===== src/rtl/misr_bist_compactor.sv =====
// misr_bist_compactor: parametrised MISR signature compactor with BIST run control and golden compare.
// Optional serial scan access to the signature when MISR_SCAN_EN is defined.
module misr_bist_compactor #(
  parameter int NBIT = 16,
  parameter int NIN = 4,
  parameter logic [NBIT-1:0] POLY = 16'h002D,
  parameter logic [NBIT-1:0] SEED = '1,
  parameter int NCYC = 64,
  parameter logic [NBIT-1:0] GOLDEN = '0
) (
  input  logic            clk,
  input  logic            rst,
  input  logic            start,
  input  logic [NIN-1:0]  din,
  input  logic            din_valid,
  output logic [NBIT-1:0] signature,
  output logic            busy,
  output logic            done,
  output logic            pass,
  input  logic            scan_en,
  input  logic            scan_in,
  output logic            scan_out
);
  localparam int CW = $clog2(NCYC + 1);
  localparam logic [1:0] IDLE = 2'd0;
  localparam logic [1:0] RUN = 2'd1;
  localparam logic [1:0] DONE = 2'd2;
  logic [1:0] state;
  logic [CW-1:0] cnt;
  logic [NBIT-1:0] sig, d, step;
  logic fb;
  always_comb begin
    d = '0;
    d[NIN-1:0] = din;
    fb = sig[NBIT-1];
    // stage 0 always takes feedback; POLY bit 0 is masked off
    step = {sig[NBIT-2:0], fb} ^ ({POLY[NBIT-1:1], 1'b0} & {NBIT{fb}}) ^ d;
  end
  always_ff @(posedge clk) begin
    if (rst) begin
      sig <= SEED;
      state <= IDLE;
      cnt <= '0;
      pass <= 1'b0;
    end else if (state != RUN && start) begin
      sig <= SEED;
      state <= RUN;
      cnt <= '0;
      pass <= 1'b0;
    end else if (state == RUN && din_valid) begin
      sig <= step;
      cnt <= cnt + 1'b1;
      if (cnt == CW'(NCYC - 1)) begin
        state <= DONE;
        pass <= (step == GOLDEN);
      end
`ifdef MISR_SCAN_EN
    end else if (state != RUN && scan_en) begin
      sig <= {scan_in, sig[NBIT-1:1]};
`endif
    end
  end
  assign signature = sig;
  assign busy = state == RUN;
  assign done = state == DONE;
`ifdef MISR_SCAN_EN
  assign scan_out = sig[0];
`else
  logic unused_scan;
  assign unused_scan = scan_en ^ scan_in;
  assign scan_out = 1'b0;
`endif
endmodule


===== config.mk =====
export PLATFORM = sky130hd
export DESIGN_NAME = misr_bist_compactor
export DESIGN_NICKNAME = d
export VERILOG_FILES = /design/src/rtl/misr_bist_compactor.sv
export SDC_FILE = /design/constraint.sdc
export NUM_CORES = 1
export LEC_CHECK = 0
export ABC_CLOCK_PERIOD_IN_PS = 1400
export CORE_UTILIZATION = 58
export CTS_BUF_LIST = sky130_fd_sc_hd__clkbuf_8
export CTS_CLUSTER_SIZE = 10
export DETAILED_ROUTE_END_ITERATION = 10
export DONT_BUFFER_PORTS = 1
export PLACE_DENSITY = 0.86
export SETUP_SLACK_MARGIN = 0.4
export SYNTH_ARGS = -nofsm -noshare
export SYNTH_HDL_FRONTEND = slang
export SYNTH_SLANG_ARGS = --single-unit

===== constraint.sdc =====
create_clock -name clk -period 1.4 [get_ports clk]
set_input_delay 0.14 -clock clk [delete_from_list [all_inputs] [get_ports clk]]
set_output_delay 0.14 -clock clk [all_outputs]
set_load 0.1 [all_outputs]

==> impl_metrics.yaml, run 1 <==
logic_synthesis:
  yosys_warnings: 0
  yosysTopAreaCellShare_pct: 44.3
  synth_area_leader_cell: "dfxtp_1"
  syn_nets: 153
  yosysMostFrequentCell: "nand2_1"
  ys_seq_elements: 26
  synth-main-ff-cell: "dfxtp_1"
  ys_async_sr_fraction_pct: 0
  synth_cells: 142
  ys_seq_area_share_pct: 44.3
  netlist_top_cells_area: "dfxtp_1 44%, nand2_1 11%, buf_4 7.7%, nand3_1 5.1%, xnor2_1 4.5%"
  yosys-top-cells-count: "34 x nand2_1, 26 x dfxtp_1, 12 x buf_4, 12 x nand3_1"
  netlist_area_um2: 1170
  synth_edf_count: 0
  ys_types: 26
  synth_area_per_cell_um2: 8.26
run_status:
  haltStage: "4_1_cts"
  stop_error: "[ERROR DPL-0038] Utilization greater than 100%, impossible to legalize"
  status: "aborted with a tool error"
die:
  row_count: 15
  die_h_um: 47.0
  fp.dieW_um: 47.0
  io_pins: 30
  initial_core_util_pct: 65.1
clock_tree:
  root_buffer: "clkbuf_8"
  cts_setup_buffers: 8
  hold_buffers: 1
  ctsHtreeMaxLevel: 1
  cts_inserted_buffers: 3
  clkSinkCount: 26
  clk_path_buf_depth: 2
  cts_resized: 106
placed_design:
  dp_worst_setup_slack_ns: -0.0742
  io_buffers: 0
  gp_congestion: 0.835
  dp_hpwl_mm: 1.90
[cells by family after synthesis]
group           after synthesis  synth area share [%]
buf+inv                      21                  11.2
compound gates               13                  7.25
other cells                   1                 0.320
fa+ha+maj                     1                  1.07
xor+xnor                     12                  8.96
simple gates                 68                  26.9
flops                        26                  44.3
[through the flow]
step	std cells	utilization [%]	hold slack (ns)	area, um^2
2_1_floorplan	142	-	0.199	1280
3_3_place_gp	175	76.4	0.201	1380
3_5_place_dp	175	76.4	0.202	1380
==> run 2: changes to the inputs <==
- ABC_CLOCK_PERIOD_IN_PS: 1400 -> 1800
- CORE_AREA: not set -> 2 2 63 65
- CORE_UTILIZATION: 58 -> not set
- CTS_BUF_LIST: sky130_fd_sc_hd__clkbuf_8 -> not set
- CTS_CLUSTER_SIZE: 10 -> not set
- DIE_AREA: not set -> 0 0 65 67
- PLACE_DENSITY: 0.86 -> not set
- PLACE_DENSITY_LB_ADDON: not set -> 0.15
- SETUP_SLACK_MARGIN: 0.4 -> not set
- clock period: 1.4 -> 1.8 ns (I/O delays scaled with it)
==> impl_metrics.yaml, run 2 <==
layout:
  nNetsFinal: 162
  layout_common_cells: "34 x nand2_1, 22 x dfxtp_1, 22 x buf_4, 12 x nand3_1"
  drive_gt1_share_pct: 22.1
  final_core_util_pct: 37.1
  area_growth_pct: 14.0
  finalInstanceArea_um2: 1340
  largest_reg_flops: 16
  diodes: 0
  final_common_cell: "nand2_1"
logic_synthesis:
  netlist_area_um2: 1170
  yosysTopAreaCellShare_pct: 44.3
  syn_nets: 153
  synth_area_per_cell_um2: 8.26
  ys_types: 26
  ys_async_sr_fraction_pct: 0
  ys_seq_elements: 26
  yosysMostFrequentCell: "nand2_1"
  synth_edf_count: 0
  synth_cells: 142
  ys_seq_area_share_pct: 44.3
  synth_area_leader_cell: "dfxtp_1"
  synth-main-ff-cell: "dfxtp_1"
  netlist_top_cells_area: "dfxtp_1 44%, nand2_1 11%, buf_4 7.7%, nand3_1 5.1%, xnor2_1 4.5%"
  yosys-top-cells-count: "34 x nand2_1, 26 x dfxtp_1, 12 x buf_4, 12 x nand3_1"
  yosys_warnings: 0
timing:
  fin_crit_sh_pct: 89.7
  fin_crit_ns: 1.61
  maxSlewViolCount: 0
  final.setup.worst_slack_ns: 0.186
  setup_viol: 0
  final.setup_skew_ns: 0.00149
  finalHoldViolations: 0
  rsz0062_at_grt: "false"
  tns_ns: 0
  max_freq_mhz: 619
die:
  io_pins: 30
  die_h_um: 67
  fp.dieW_um: 65
  row_count: 22
  coreArea_um2: 3610
  dieArea_um2: 4360
  initial_core_util_pct: 32.5
pwr:
  p_leak_nw: 0.556
  seqPwrFrac_pct: 51.6
  switching_share_pct: 31.8
  vdd.ir_drop.worst_uv: 459
  powerDensity_nw_per_um2: 875
  switchingPower_mw: 0.372
  pwr-share-clk_pct: 27.0
  combPwrFrac_pct: 21.4
  p_int_mw: 0.799
clock_tree:
  ctsHtreeMaxLevel: 1
  cts_resized: 0
  clkSinkCount: 26
  clk_pin_slew_ns: 0.08
  root_buffer: "clkbuf_8"
  hold_buffers: 1
  cts_inserted_buffers: 3
  cts_setup_buffers: 0
  cts_tree: "done"
  clock_latency_ns: 0.26
  clk_path_buf_depth: 2
critical_path:
  critPathMaxStageDelay_ns: 0.46
  critPathLaunch: "cnt[0]$_SDFFE_PP0P_"
  crit_chain: "ha_1, nand4b_1, or3_1, a211o_1, a21oi_2"
  r2r_start: "cnt[0]$_SDFFE_PP0P_"
  worstSetupEndpointType: "register"
  crit_path_start_kind: "register"
  cp_slowest_cell: "or3_1"
  critical_path_class: "register to register"
  crit_arrival_ns: 1.81
  critPathMaxFanout: 5
  cp.required_ns: 2.00
min_path:
  min_path_type: "input port to register"
  min-delay-start: "start"
placed_design:
  gp_congestion: 0.717
  dp_hpwl_mm: 1.75
  place_area_um2: 1290
  dp_worst_setup_slack_ns: 0.191
  io_buffers: 0
grt:
  overflow: 0
  grt_pass1_wl_mm: 3.95
  grt_max_degree: 23
  antenna_found_initial: 0
  grt_pass1_vias: 880
  grt_use_total_pct: 11.9
routing:
  drc: 0
  firstDrtPassIters: 4
  ant_nets: 0
  wl_mm: 2.36
  drt-initial-drc-count: 28
  dr_total_vias: 895
  vias_per_cell: 4.54
  avgRoutedWirePerCell_um: 12.0
run:
  drv_cap: 0
run_status:
  status: "finished clean"
[run 2: cell counts after synthesis]
No cell type changed its count.
[run 2: logic make-up after synthesis]
family | synth area share, %
AOI/OAI and AO/OA | 7.25
xor gates and xnor gates | 8.96
adders and majority gates | 1.07
buffers and inverters | 11.2
DFF | 44.3
other | 0.320
and+or+nand+nor | 26.9
[run 2: power by group through the flow]
stage | combinational (mW) | clock (mW) | sequential (mW)
2_1_floorplan | 0.185 | 0 | 0.652
3_3_place_gp | 0.249 | 0 | 0.618
3_5_place_dp | 0.250 | 0 | 0.618
4_1_cts | 0.253 | 0.337 | 0.605
5_1_grt | 0.269 | 0.357 | 0.607
6_report | 0.250 | 0.316 | 0.604
[run 2: worst max-delay path, delay by kind of cell (launching register included)]
kind                       cells  cell delay [ns]
adders and majority gates      1             0.19
DFF                            1             0.37
and+or+nand+nor                2             0.61
AOI/OAI and AO/OA              2             0.39
[run 2: metal layers]
metal  global-route usage [%]  up-vias  wire, um
li1                         -      472         -
met1                     14.0      397      1040
met2                     20.5       24      1120
met3                     4.90        2       191
met4                     2.39        0        13
met5                        0        -         0
[run 2: worst paths after layout]
path | to | slack [ns] | depth (start not counted)
worst max-delay path | pass$_SDFFE_PP0P_ | 0.19 | 5
worst min-delay path | state[0]$_SDFFE_PP0P_ | 0.07 | 2
worst max register to register | pass$_SDFFE_PP0P_ | 0.19 | 5
worst min register to register | pass$_SDFFE_PP0P_ | 0.46 | 2
[run 2: stage by stage]
| stage | power, mW | hold WS [ns] | cells |
|---|---|---|---|
| final | 1.17 | 0.0727 | 197 |
| after global routing | 1.23 | 0.0847 | 197 |
| after CTS | 1.19 | 0.0618 | 197 |
| after detailed placement | 0.868 | 0.258 | 193 |
| after global placement | 0.867 | 0.252 | 193 |
| after floorplan | 0.837 | 0.249 | 142 |
[run 2: area by class of cell]
| cell class | count | area [um^2] |
|---|---|---|
| clock buffers | 3 | 41.3 |
| repair buffers | 23 | 175 |
| well taps | 48 | 60.1 |
| multi-input cells | 95 | 524 |
| flip-flops and latches | 26 | 526 |
| fillers | 394 | 2270 |
| inverters | 2 | 11.3 |
Power figures use the tool's default switching activity.
